File: src/rtl/a2d_pkg.sv
// a2d_pkg: shared channel constants, main FSM state encoding and command-word helper
package a2d_pkg;

    localparam logic [2:0] CH_LFT  = 3'd0;
    localparam logic [2:0] CH_RGHT = 3'd4;
    localparam logic [2:0] CH_BATT = 3'd5;

    typedef enum logic [2:0] {
        IDLE,
        CMD,
        GAP,
        READ,
        UPDATE
    } state_t;

    // ADC128S control word: channel address sits in bits [13:11]
    function automatic logic [15:0] cmd_word(input logic [2:0] ch);
        return {2'b00, ch, 11'h000};
    endfunction

endpackage

File: src/rtl/spi_mstr16.sv
// spi_mstr16: one 16-bit SPI transaction per start pulse; SCLK idles high, MOSI
// changes on falling SCLK, MISO sampled on rising SCLK, done pulses as SS_n rises.
module spi_mstr16 #(
    parameter int DIV_W = 5
) (
    input  logic        clk,
    input  logic        rst,
    input  logic        start,
    input  logic [15:0] cmd,
    input  logic        miso,
    output logic        ss_n,
    output logic        sclk,
    output logic        mosi,
    output logic        done,
    output logic [11:0] rd
);

    // divider preset 10..0111 puts the first falling SCLK edge a few clk after SS_n drops
    localparam logic [DIV_W-1:0] PRE  = {2'b10, {(DIV_W-2){1'b1}}};
    localparam logic [DIV_W-1:0] RISE = {1'b0, {(DIV_W-1){1'b1}}};
    localparam logic [DIV_W-1:0] FALL = '1;

    logic [DIV_W-1:0] div;
    logic [4:0]       rcnt;
    logic             smpl;
    logic [15:0]      shft;

    assign sclk = div[DIV_W-1];
    assign mosi = ~ss_n & shft[15];
    assign rd   = shft[11:0];

    // transaction engine: the first falling edge is skipped so the MSB is held for the
    // first rising edge; the falling edge after the 16th rise shifts the last sample in
    // and closes the transaction
    always_ff @(posedge clk) begin
        if (rst) begin
            ss_n <= 1'b1;
            div  <= PRE;
            rcnt <= '0;
            smpl <= 1'b0;
            shft <= '0;
            done <= 1'b0;
        end else begin
            done <= 1'b0;
            if (start) begin
                ss_n <= 1'b0;
                div  <= PRE;
                rcnt <= '0;
                shft <= cmd;
            end else if (!ss_n) begin
                div <= div + 1'b1;
                if (div == RISE) begin
                    smpl <= miso;
                    rcnt <= rcnt + 5'd1;
                end
                if (div == FALL && rcnt != '0) begin
                    shft <= {shft[14:0], smpl};
                    if (rcnt == 5'd16) begin
                        ss_n <= 1'b1;
                        done <= 1'b1;
                        div  <= PRE;
                    end
                end
            end
        end
    end

endmodule

File: src/rtl/a2d_rr_master.sv
// a2d_rr_master: round-robin ADC128S reader over channels 0 -> 4 -> 5; each conversion is a
// CMD transaction followed by a READ transaction. Define A2D_AUTO_TRIG_EN to free-run
// conversions after the first nxt.
module a2d_rr_master
    import a2d_pkg::*;
#(
    parameter int SCLK_DIV_W = 5
) (
    input  logic        clk,
    input  logic        rst,
    input  logic        nxt,
    output logic        SS_n,
    output logic        SCLK,
    output logic        MOSI,
    input  logic        MISO,
    output logic [11:0] lft_ld,
    output logic [11:0] rght_ld,
    output logic [11:0] batt,
    output logic        vld,
    output logic        busy
);

`ifdef A2D_AUTO_TRIG_EN
    localparam bit AUTO = 1'b1;
`else
    localparam bit AUTO = 1'b0;
`endif

    state_t      st;
    logic [1:0]  ptr;
    logic [2:0]  ch;
    logic        run;
    logic        go;
    logic        start;
    logic        done;
    logic [11:0] rd;

    // channel pointer decode and transaction launch; the GAP state lasts one clk so SS_n
    // stays high for the done cycle plus the GAP cycle
    always_comb begin
        ch    = ptr == 2'd0 ? CH_LFT : ptr == 2'd1 ? CH_RGHT : CH_BATT;
        go    = run ? vld : nxt & ~vld;
        start = (st == IDLE && go) || st == GAP;
    end

    spi_mstr16 #(.DIV_W(SCLK_DIV_W)) u_spi (
        .clk  (clk),
        .rst  (rst),
        .start(start),
        .cmd  (cmd_word(ch)),
        .miso (MISO),
        .ss_n (SS_n),
        .sclk (SCLK),
        .mosi (MOSI),
        .done (done),
        .rd   (rd)
    );

    // conversion sequencer: busy holds through the vld cycle, pointer advances with vld
    always_ff @(posedge clk) begin
        if (rst) begin
            st      <= IDLE;
            ptr     <= 2'd0;
            run     <= 1'b0;
            vld     <= 1'b0;
            busy    <= 1'b0;
            lft_ld  <= '0;
            rght_ld <= '0;
            batt    <= '0;
        end else begin
            vld <= 1'b0;
            case (st)
                IDLE: begin
                    if (go) begin
                        st   <= CMD;
                        busy <= 1'b1;
                        run  <= AUTO;
                    end else if (vld) begin
                        busy <= 1'b0;
                    end
                end
                CMD:  st <= done ? GAP : CMD;
                GAP:  st <= READ;
                READ: st <= done ? UPDATE : READ;
                default: begin
                    st  <= IDLE;
                    vld <= 1'b1;
                    ptr <= ptr == 2'd2 ? 2'd0 : ptr + 2'd1;
                    if (ptr == 2'd0) lft_ld <= rd;
                    if (ptr == 2'd1) rght_ld <= rd;
                    if (ptr == 2'd2) batt <= rd;
                end
            endcase
        end
    end

endmodule

File: config.mk
export PLATFORM = sky130hd
export DESIGN_NAME = a2d_rr_master
export DESIGN_NICKNAME = d
export VERILOG_FILES = /design/src/rtl/a2d_pkg.sv /design/src/rtl/spi_mstr16.sv /design/src/rtl/a2d_rr_master.sv
export SDC_FILE = /design/constraint.sdc
export NUM_CORES = 1
export LEC_CHECK = 0
export ABC_AREA = 1
export ABC_CLOCK_PERIOD_IN_PS = 4900
export BUFFER_PORTS_ARGS = -buffer_cell sky130_fd_sc_hd__clkbuf_2
export CAP_MARGIN = 5
export CORE_ASPECT_RATIO = 1.2
export CORE_MARGIN = 10
export CORE_UTILIZATION = 38
export DETAILED_ROUTE_END_ITERATION = 6
export GPL_TIMING_DRIVEN = 0
export PLACE_DENSITY = 0.68
export SLEW_MARGIN = 30
export SYNTH_ARGS = -nofsm -noshare
export SYNTH_HDL_FRONTEND = slang
export SYNTH_HIERARCHICAL = 1
export SYNTH_SLANG_ARGS = --single-unit
File: constraint.sdc
create_clock -name clk -period 4.9 [get_ports clk]
set_input_delay 0.49 -clock clk [delete_from_list [all_inputs] [get_ports clk]]
set_output_delay 0.49 -clock clk [all_outputs]
set_load 0.005 [all_outputs]
# Yosys cells after proc, flatten, opt, wreduce, memory -nomap -nowiden
# Index checks and enable logic that the tools add are counted.
totals:
  out_inout_bits: 41
  reg_bits: 72
  elab_cells: 71
  inputBits: 4
op_classes:
  reduce_logical: 19
  eq_ne: 10
  n_addsub: 3
  n_mux: 19
  n_bitwise: 6
ops:
  columns: ["cell", "n"]
  rows:
  - ["14-bit two-way mux", 3]
  - ["2-bit AND reduction", 7]
  - ["3-bit case mux with 4 select lines", 1]
  - ["5-bit by 1-bit adder with 5-bit output, second input constant", 2]
  - ["5-bit equality test, second input constant", 2]
  - ["5-bit two-way mux", 2]
  - ["3-bit two-way mux", 3]
  - ["1-bit two-way mux", 8]
  - ["3-bit by 2-bit equality test with 1-bit output, second input constant", 2]
  - ["5-bit by 4-bit equality test with 1-bit output, second input constant", 1]
  - ["5-bit nonzero test", 1]
  - ["2-bit two-way mux", 2]
  - ["2-bit != test, second input constant", 2]
  - ["1-bit inverter", 4]
  - ["2-bit nonzero test", 2]
  - ["4-bit OR reduction", 1]
  - ["3-bit by 1-bit equality test with 1-bit output, second input constant", 1]
  - ["3-bit zero test", 1]
  - ["3-bit AND reduction", 1]
  - ["3-bit OR reduction", 1]
  - ["2-bit by 1-bit adder with 2-bit output, second input constant", 1]
  - ["1-bit AND", 2]
  - ["2-bit by 1-bit equality test with 1-bit output, second input constant", 1]
  - ["2-bit equality test, second input constant", 1]
  - ["other kinds (4)", 5]

# Logic depth before layout (Yosys ltp)
# Gate-level depths: netlist (run 1).
logic_depth:
  word_depth: 6
  ltp_mapped: 11
  mapped_depth_nobuf: 11

# By module
# The synthesis (run 1) kept the hierarchy.
by_module_without_submodules:
  columns: ["module", "cells_each", "seq_area_each_um2", "instances", "area_each_um2"]
  rows:
  - ["a2d_rr_master", 218, 860.8, 1, 1727.9]
  - ["spi_mstr16", 224, 580.6, 1, 1621.6]

# Worst setup path before layout (run 1)
# OpenSTA, ideal clock, no wires.
synth_timing:
  path_kind: "register to register"
  startpoint: "register u_spi.div[0]"
  endpoint: "register u_spi.shft[0]"
  path_stages_with_launch: 12
  setup_time_ns: 0.066
  synth_period_minus_slack_ns: 1.624
  arrival_ns: 1.558
  n_path_buf: 1
  path_slack_ns: 3.276
  required_ns: 4.834
  path_cell_list: "dfxtp_1 > ha_1 > nand2_1 > nor2_1 > ha_1 > inv_1 > nor2_8 > nand2_8 > nand2_4 > buf_12 > nand2_2 > a21oi_2"
synth_between:
  elab_chain_cells: 3
synth_rtl:
  columns: ["item", "line", "rtl"]
  rows:
  - ["from (decl)", "spi_mstr16.sv:23", "logic [DIV_W-1:0] div;"]
  - ["from (signal assigned)", "spi_mstr16.sv:51", "div <= div + 1'b1;"]
  - ["5-bit equality test", "spi_mstr16.sv:56", "if (div == FALL && rcnt != '0) begin"]
  - ["1-bit logical AND", "spi_mstr16.sv:56", null]
  - ["2-bit AND reduction (no line)", null, null]
  - ["to (signal assigned)", "spi_mstr16.sv:49", "shft <= cmd;"]
  - ["to (signal assigned)", "spi_mstr16.sv:57", "shft <= {shft[14:0], smpl};"]
  - ["to (decl)", "spi_mstr16.sv:26", "logic [15:0] shft;"]
# No other way between the ends.
# A chain may end at the register's enable or synchronous reset.

# Worst setup path in the final report (run 1)
layout_timing:
  startpoint: "register st[2]"
  endpoint: "register u_spi.shft[4]"
layout_between:
  elab_chain_cells: 4
  elab_cells_between_ends: 5
  classes_between: "eq/ne: 1; reduce/logical: 4"
layout_rtl:
  columns: ["item", "line", "rtl"]
  rows:
  - ["from (decl)", "a2d_rr_master.sv:29", "state_t st;"]
  - ["from (signal assigned)", "a2d_rr_master.sv:82", "CMD: st <= done ? GAP : CMD;"]
  - ["from (signal assigned)", "a2d_rr_master.sv:84", "READ: st <= done ? UPDATE : READ;"]
  - ["3-bit zero test", "a2d_rr_master.sv:43", "start = (st == IDLE && go) || st == GAP;"]
  - ["1-bit logical AND", "a2d_rr_master.sv:43", null]
  - ["1-bit logical OR *", "a2d_rr_master.sv:43", null]
  - ["net start", "a2d_rr_master.sv:34", "logic start;"]
  - ["2-bit OR reduction (no line) *", null, null]
# The timed path passes the listed nets; every way through them passes the cells marked *.

==> reports/qor.csv, run 1 <==
metric,value,unit
status,"complete, no violations",
hold_slack,0.436,ns
initialDrtViolationCount,118,
nets,518,
synth-seq-area-share,0.430,
drive_gt1_frac,0.233,
vdd_drop_max,0.000171,V
rsz0062_at_grt,no,
grt_pass1_wl,13100,um
power_density,318,nW/um2
ctsHoldBuffers,0,
clk_pin_slew,0.07,ns
fill_cells,881,
viasPerCell,4.73,
synth_top_area_share,0.430,
drt_wl_total,7800,um
area.growth.synth_to_final,19.5,%
setup_ws,2.89,ns
initial_core_util,0.389,
relSlewSlack,0.657,
numCtsBuffers,9,
vias,2985,
drtPass1Iterations,4,
yosysUniqueCellTypes,32,
antenna_left,0,
finalCritPeriodShare,0.410,
cpMostUsedCell,nor2_1,
cts_tree,yes,
core_area,8610,um2
layout_min_cycle_time,2.01,ns
post-route-util,0.465,
die_w,106,um
power_leakage,1.75,nW
grt_max_degree,14,
hold_class,input pin to register,
antenna_found_initial,0,
synthTopCellsByArea,"dfxtp_1, nand2_1, nor2_1, nand4_1, a21oi_1",
ys_ff_latch,72,
cts_buffer_depth,2,
syn_inst,442,
cts_root_buf,clkbuf_8,
fmax,498,MHz
netlist_area,3350,um2
worstSetupPathType,register to register,
synth_warnings,6,
layout_common_cells,"nand2_1, nor2_1, dfxtp_1, clkbuf_2, a21oi_1",
skew,0.00936,ns
rows,37,
die_y,123,um
crit_path_start_kind,register,
hold_violations,0,
clkLatencyLatePin,0.35,ns
tightest_slew,0.515,ns
cts_resized,0,
dpl_worst_slack,2.92,ns
track_usage,0.121,
cp.arrival,2.25,ns
pin_count,45,
port_buffers,43,
antenna_cells,0,
crit_path_cell_trace,buf_4 -> nor2_1 -> a21boi_0 -> buf_2 -> inv_2 -> buf_4 -> nor2_1 -> nor2_1 -> o21ai_0 -> nor2_1,
avgSynthCellArea,7.58,um2
critPathRequiredTime,5.14,ns
drv_cap,0,
cp_max_fo,10,
final_common_cell,nand2_1,
synth_top_area_cell,dfxtp_1,
max_stage_delay,0.37,ns
wl_per_cell,12.4,um
setup_viol,0,
design_area,4000,um2
post-cts-setup-buffers,0,
cp_slowest_cell,dfxtp_1,
postPlaceCellArea,3760,um2
grt_overflow,0,
tns,0,ns
place_hpwl,5830,um
cts.sink_count,72,
cp-end-kind,register,
path_buf_inv,4,
drc,0,
routabilityCongestion,0.806,
h-tree-depth,3,
die_area,13000,um2
reg2reg_setup_slack,2.89,ns
grt_pass1_vias,2890,
drv_slew,0,
crit_family,buffers and inverters,
final timing paths:
check	start	endpoint	cells past startpoint
worst max-delay path	st[2]	u_spi/shft[4]	10
worst min-delay path	MISO	u_spi/smpl	3
worst max register to register	st[2]	u_spi/shft[4]	10
worst min register to register	u_spi/smpl	u_spi/smpl	2
per-layer routing:
metal	up-vias	wire length, um	part of all wire	track usage
met5	-	0	0	0
met4	0	122	0.016	0.0508
met3	11	356	0.046	0.0346
met2	56	3790	0.49	0.210
met1	1373	3530	0.45	0.138
li1	1545	-	-	-
worst register-to-register path, cell delays in order, from the launching register on:
cell      delay, ns
dfxtp_1        0.37
buf_4          0.20
nor2_1         0.21
a21boi_0       0.26
buf_2          0.27
inv_2          0.09
buf_4          0.18
nor2_1         0.09
nor2_1         0.05
o21ai_0        0.11
nor2_1         0.07
state kept, by name (all words and copies together) (netlist names), 2 cells and up:
register    flops
u_spi/shft     16
batt           12
lft_ld         12
rght_ld        12
u_spi/div       5
u_spi/rcnt      5
st              3
ptr             2
cell type report:
type	count	area (um2)	share of cell area
clock buffer	10	128	0.0319
tap	117	146	0.0366
clock inverter	6	116	0.0291
multi-input combinational	314	1590	0.396
inverter	32	120	0.0300
sequential	72	1440	0.360
buffer	37	251	0.0628
timing repair buffer	43	215	0.0537
stage by stage:
step,instances,power (mW)
finish,631,1.27
global route,631,1.33
detailed placement,615,0.715
CTS,631,1.29
global placement,615,0.713
floorplan,455,0.694
cell families after synthesis:
family / share of synthesized area
other: 0.00112
DFF: 0.430
AOI/OAI and AO/OA: 0.0807
adders and majority gates: 0.0187
buffers and inverters: 0.111
xor gates and xnor gates: 0.00785
and+or+nand+nor: 0.350
cells in the mapped netlist, drive strengths merged:
cell type / number
nand2: 90
nor2: 84
dfxtp: 72
a21oi: 36
buf: 33
inv: 32
nand4: 27
nand3: 23
nand3b: 13
o21ai: 10
ha: 5
nor3: 5
clkbuf: 4
xor2: 3
a21boi: 2
conb: 1
o22ai: 1
or2: 1
where the power goes:
group | switching (mW) | total [mW] | internal (mW)
Sequential | 0.00819 | 0.605 | 0.597
Clock | 0.231 | 0.573 | 0.342
Combinational | 0.0588 | 0.0971 | 0.0383
No activity file was read; power rests on OpenSTA's default activity.
==> run 2: changes to the inputs <==
--- a/config.mk
+++ b/config.mk
@@ -6,7 +6,7 @@
 export NUM_CORES = 1
 export LEC_CHECK = 0
 export ABC_AREA = 1
-export ABC_CLOCK_PERIOD_IN_PS = 4900
+export ABC_CLOCK_PERIOD_IN_PS = 1900
 export BUFFER_PORTS_ARGS = -buffer_cell sky130_fd_sc_hd__clkbuf_2
 export CAP_MARGIN = 5
 export CORE_ASPECT_RATIO = 1.2
==> constraint.sdc (replaced) <==
create_clock -name clk -period 1.9 [get_ports clk]
set_input_delay 0.19 -clock clk [delete_from_list [all_inputs] [get_ports clk]]
set_output_delay 0.19 -clock clk [all_outputs]
set_load 0.005 [all_outputs]
==> reports/qor.csv, run 2 (same netlist as run 1, synthesis figures left out) <==
metric,value,unit,change
regArea,1440,um2,+0.17%
skew,0.00825,ns,-0.00111 ns
tns,0,ns,unchanged
cts_tree,yes,,
die_w,106,um,unchanged
fmax,550,MHz,+10%
initialDrtViolationCount,107,,-9.3%
multiInputGateArea,1600,um2,+1.2%
hold_class,input pin to register,,
antenna_found_initial,0,,unchanged
grt_pass1_vias,2890,,unchanged
reg2reg_setup_slack,0.08,ns,-2.81 ns
drt_wl_total,7950,um,+1.9%
wl_met3,361,um,+1.4%
grt_max_degree,14,,unchanged
grt_pass1_wl,13100,um,+0.11%
crit_path_start_kind,register,,
pin_count,45,,unchanged
top_layer_used,met4,,
rows,37,,unchanged
clkLatencyLatePin,0.35,ns,about the same
die_y,123,um,unchanged
largest_register_ffs,16,,unchanged
hp-start,MISO,,
setup.worst_path.start,st[2],,
place_hpwl,5830,um,unchanged
grt_overflow,0,,unchanged
drtPass1Iterations,4,,unchanged
cts.sink_count,72,,unchanged
cts_root_buf,clkbuf_8,,
dp.cells,615,,unchanged
numCtsBuffers,9,,unchanged
vdd_drop_max,0.000440,V,+160%
cp-end-kind,register,,
drc,0,,unchanged
final_common_cell,nand2_1,,
power_density,816,nW/um2,+160%
track_usage,0.121,,about the same
clk_pin_slew,0.07,ns,about the same
ctsHoldBuffers,0,,unchanged
nets,520,,+0.39%
antenna_left,0,,unchanged
layout_common_cells,"nand2_1, nor2_1, dfxtp_1, clkbuf_2, a21oi_1",,
area.growth.synth_to_final,20.8,%,
fin_cells,633,,+0.32%
hold_depth,3,,unchanged
wl_met1,3520,um,-0.42%
setup_viol,0,,unchanged
top_register,u_spi/shft,,
worstSetupPathType,register to register,,
initial_core_util,0.389,,unchanged
port_buffers,43,,unchanged
reg2reg_to,u_spi/shft[7],,
die_area,13000,um2,unchanged
cp_max_fo,10,,unchanged
r2r-start,st[2],,
drv_slew,0,,unchanged
core_area,8610,um2,unchanged
antenna_cells,0,,unchanged
wl_per_cell,12.6,um,+1.6%
rr_worst_depth,10,,unchanged
status,"complete, no violations",,
met2_length,3930,um,+3.7%
power_leakage,1.76,nW,+0.58%
viasPerCell,4.74,,+0.25%
tightest_slew,0.509,ns,-0.00574 ns
holdPathEnd,u_spi/smpl,,
cts_buffer_depth,2,,unchanged
finalCritPeriodShare,0.958,,+0.548
fill_cells,882,,+0.11%
cp.arrival,2.06,ns,-0.19 ns
routabilityCongestion,0.806,,unchanged
drive_gt1_frac,0.252,,+0.0185
h-tree-depth,3,,unchanged
drv_cap,0,,unchanged
relSlewSlack,0.661,,+0.00383
vias,3002,,+0.57%
hold_violations,0,,unchanged
layout_min_cycle_time,1.82,ns,-0.188 ns
critPathRequiredTime,2.14,ns,-3.00 ns
[run 2: changes by cell type in the layout (fill, tap and decap cells not counted), sizes merged]
cell  change
buf       +2
[run 2: layout make-up]
cell class | count | area share
inverters | 32 | 0.0297
flip-flops and latches | 72 | 0.357
clock buffers | 10 | 0.0315
multi-input cells | 314 | 0.396
repair buffers | 45 | 0.0569
well taps | 117 | 0.0362
plain buffers | 37 | 0.0637
clock inverters | 6 | 0.0288
[run 2: metrics by stage]
stage,setup slack (ns),total power [mW],cell area [um2],hold slack [ns],util
after floorplan,0.276,1.79,3400,0.380,-
after global placement,-0.0117,1.84,3760,0.441,0.437
after detailed placement,-0.0814,1.84,3760,0.453,0.437
after CTS,0.00648,3.32,4010,0.130,0.466
after global routing,-0.0336,3.45,4050,0.154,0.470
final,0.0805,3.30,4050,0.135,0.470
[run 2: how the worst max path moves through the flow]
| stage | slack, ns | endpoint |
|---|---|---|
| after floorplan | 0.28 | u_spi/shft[0] |
| after global placement | -0.01 | u_spi/shft[5] |
| after detailed placement | -0.08 | u_spi/shft[7] |
| after CTS | 0.006 | u_spi/shft[4] |
| after global routing | -0.03 | u_spi/shft[4] |
| final | 0.08 | u_spi/shft[7] |
[run 2: worst max-delay path: stages (launching register included)]
cell      delay (ns)
dfxtp_1         0.37
buf_4           0.20
nor2_2          0.17
a21boi_2        0.23
buf_6           0.16
inv_2           0.07
buf_4           0.18
nor2_1          0.11
nor2_1          0.05
o21ai_0         0.10
nor2_1          0.06
[run 2: layer usage]
| metal | up-vias | global-route usage |
|---|---|---|
| met4 | 0 | 0.0508 |
| met2 | 56 | 0.210 |
| met1 | 1383 | 0.138 |
| li1 | 1550 | - |
| met5 | - | 0 |
| met3 | 13 | 0.0346 |
[run 2: power by group]
part	switching, mW	internal [mW]
clock network	0.597	0.882
logic	0.155	0.104
registers	0.0214	1.54
total	0.774	2.53
[run 2: timing repair]
action	CTS	global route
pin swaps	0	1
gates cloned	0	0
resized for setup	3	9
setup buffers	0	2
endpoints found under the setup margin	15	17
==> run 3: changes to the inputs <==
--- a/config.mk
+++ b/config.mk
@@ -8,9 +8,8 @@
 export ABC_AREA = 1
 export ABC_CLOCK_PERIOD_IN_PS = 1900
 export BUFFER_PORTS_ARGS = -buffer_cell sky130_fd_sc_hd__clkbuf_2
-export CAP_MARGIN = 5
 export CORE_ASPECT_RATIO = 1.2
-export CORE_MARGIN = 10
+export CORE_MARGIN = 2
 export CORE_UTILIZATION = 38
 export DETAILED_ROUTE_END_ITERATION = 6
 export GPL_TIMING_DRIVEN = 0
==> reports/qor.csv, run 3 (same netlist as run 1, synthesis figures left out) <==
metric,value,unit,change
status,"complete, no violations",,
p_switching,0.747,mW,-3.4%
finalCritPeriodShare,0.936,,-0.0221
vdd_drop_max,0.000325,V,-26%
drc,0,,unchanged
nets,521,,+0.19%
pin_count,45,,unchanged
p_sw_frac,0.255,,+0.0202
viasPerCell,4.70,,-0.92%
design_area,3990,um2,-1.4%
cp_max_fo,10,,unchanged
reg2reg_to,u_spi/shft[3],,
fmax,563,MHz,+2.4%
drive_gt1_frac,0.255,,+0.00338
antenna_found_initial,0,,unchanged
cp_slowest_cell,dfxtp_1,,
fill_cells,870,,-1.4%
initial_core_util,0.391,,+0.00210
area.growth.synth_to_final,19.2,%,
cp.arrival,2.04,ns,-0.02 ns
die_area,9580,um2,-26%
cell_internal_pwr,2.19,mW,-13%
layout_min_cycle_time,1.78,ns,-0.0420 ns
setup_viol,0,,unchanged
hold_slack,0.136,ns,+0.000596 ns
clkLatencyLatePin,0.34,ns,about the same
pwr-share-clk,0.380,,-0.068
initialDrtViolationCount,107,,unchanged
power.total,2.93,mW,-11%
rows,37,,unchanged
largest_register_ffs,16,,unchanged
routabilityCongestion,0.818,,+1.6%
pwr-share-comb,0.088,,+0.009
hold_violations,0,,unchanged
p_seq_frac,0.533,,+0.060
port_buffers,43,,unchanged
drtPass1Iterations,5,,+1
die_w,89.7,um,-15%
r2r-start,u_spi/div[1],,
layout_common_cells,"nand2_1, nor2_1, dfxtp_1, clkbuf_2, a21oi_1",,
cp-end-kind,register,,
antenna_left,0,,unchanged
die_y,107,um,-13%
regArea,1440,um2,unchanged
tns,0,ns,unchanged
drt_wl_total,7450,um,-6.3%
top_register,u_spi/shft,,
place_hpwl,5480,um,-6.0%
multiInputGateArea,1600,um2,unchanged
vias,2979,,-0.77%
rr_worst_depth,11,,+1
ctsHoldBuffers,0,,unchanged
power_leakage,1.74,nW,-1.1%
dpl_worst_slack,-0.0570,ns,+0.0244 ns
wl_per_cell,11.7,um,-6.5%
core_area,8560,um2,-0.54%
cts_root_buf,clkbuf_8,,
setup_ws,0.122,ns,+0.0420 ns
drv_cap,0,,unchanged
crit_path_cell_trace,ha_2 -> nand2_1 -> nor2_2 -> ha_2 -> inv_1 -> nor2_8 -> nand2_8 -> nand2_4 -> buf_12 -> nand2_2 -> a21oi_2,,
cts.sink_count,72,,unchanged
track_usage,0.163,,+0.0413
hold_class,input pin to register,,
antenna_cells,0,,unchanged
grt_overflow,0,,unchanged
power_density,735,nW/um2,-9.9%
max_stage_delay,0.37,ns,about the same
cpMostUsedCell,ha_2,,
grt_pass1_vias,2886,,-0.14%
crit_path_start_kind,register,,
setup.worst_path.start,u_spi/div[1],,
critPathRequiredTime,2.17,ns,+0.03 ns
postPlaceCellArea,3760,um2,unchanged
grt_max_degree,13,,-1
clk_pin_slew,0.08,ns,about the same
reg2reg_setup_slack,0.12,ns,+0.04 ns
numCtsBuffers,9,,unchanged
skew,0.0107,ns,+0.00248 ns
crit_end,u_spi/shft[3],,
cts_buffer_depth,2,,unchanged
h-tree-depth,3,,unchanged
drv_slew,0,,unchanged
final_common_cell,nand2_1,,
grt_pass1_wl,12900,um,-1.7%
worstSetupPathType,register to register,,
cts_tree,yes,,
[run 3: changes by cell type in the layout (fill, tap and decap cells not counted), sizes merged]
cell and delta:
bufinv -3, clkbuf +2, clkinv +2, clkinvlp +1
inv -1
[run 3: worst min-delay path by stage]
stage	start	to	slack, ns	cells after the start
floorplan	MISO	u_spi/smpl	0.38	2
global placement	u_spi/smpl	u_spi/smpl	0.44	2
detailed placement	u_spi/smpl	u_spi/smpl	0.45	2
CTS	MISO	u_spi/smpl	0.13	3
global route	rst	batt[2]	0.15	2
finish	MISO	u_spi/smpl	0.14	3
[run 3: power groups by stage]
stage	combinational (mW)	sequential [mW]	clock, mW
after detailed placement	0.247	1.60	0
after global placement	0.243	1.60	0
after floorplan	0.197	1.59	0
final	0.258	1.56	1.11
after CTS	0.252	1.56	1.15
after global routing	0.295	1.57	1.22
[run 3: critical path, delay by kind of cell, from the launching register on]
family                     cells  cell delay [ns]
and+or+nand+nor                6             0.57
adders and majority gates      2             0.42
DFF                            1             0.37
buffers and inverters          2             0.23
AOI/OAI and AO/OA              1             0.11
[run 3: metrics by stage]
| stage | utilization | std cells |
|---|---|---|
| after global placement | 0.439 | 615 |
| final | 0.466 | 634 |
| after global routing | 0.466 | 634 |
| after CTS | 0.463 | 633 |
| after detailed placement | 0.439 | 615 |
| after floorplan | - | 455 |
[run 3: repair_timing]
action                     4_1_cts  5_1_grt
setup buffers                    2        1
gates resized for setup          3        8
setup endpoints to repair       12       19
pin swaps                        1        1
[run 3: final cells by class]
class / instances / area share
well taps: 117 / 0.0367
inverters: 32 / 0.0301
clock buffers: 11 / 0.0379
multi-input cells: 314 / 0.402
plain buffers: 37 / 0.0643
repair buffers: 46 / 0.0596
clock inverters: 5 / 0.00784
flip-flops and latches: 72 / 0.362
[run 3: layer usage]
metal | global-route usage | wire length [um] | up-vias
met1 | 0.190 | 3240 | 1348
met3 | 0.0394 | 367 | 10
met2 | 0.285 | 3720 | 72
li1 | - | - | 1549
met4 | 0.0725 | 119 | 0
met5 | 0 | 0 | -
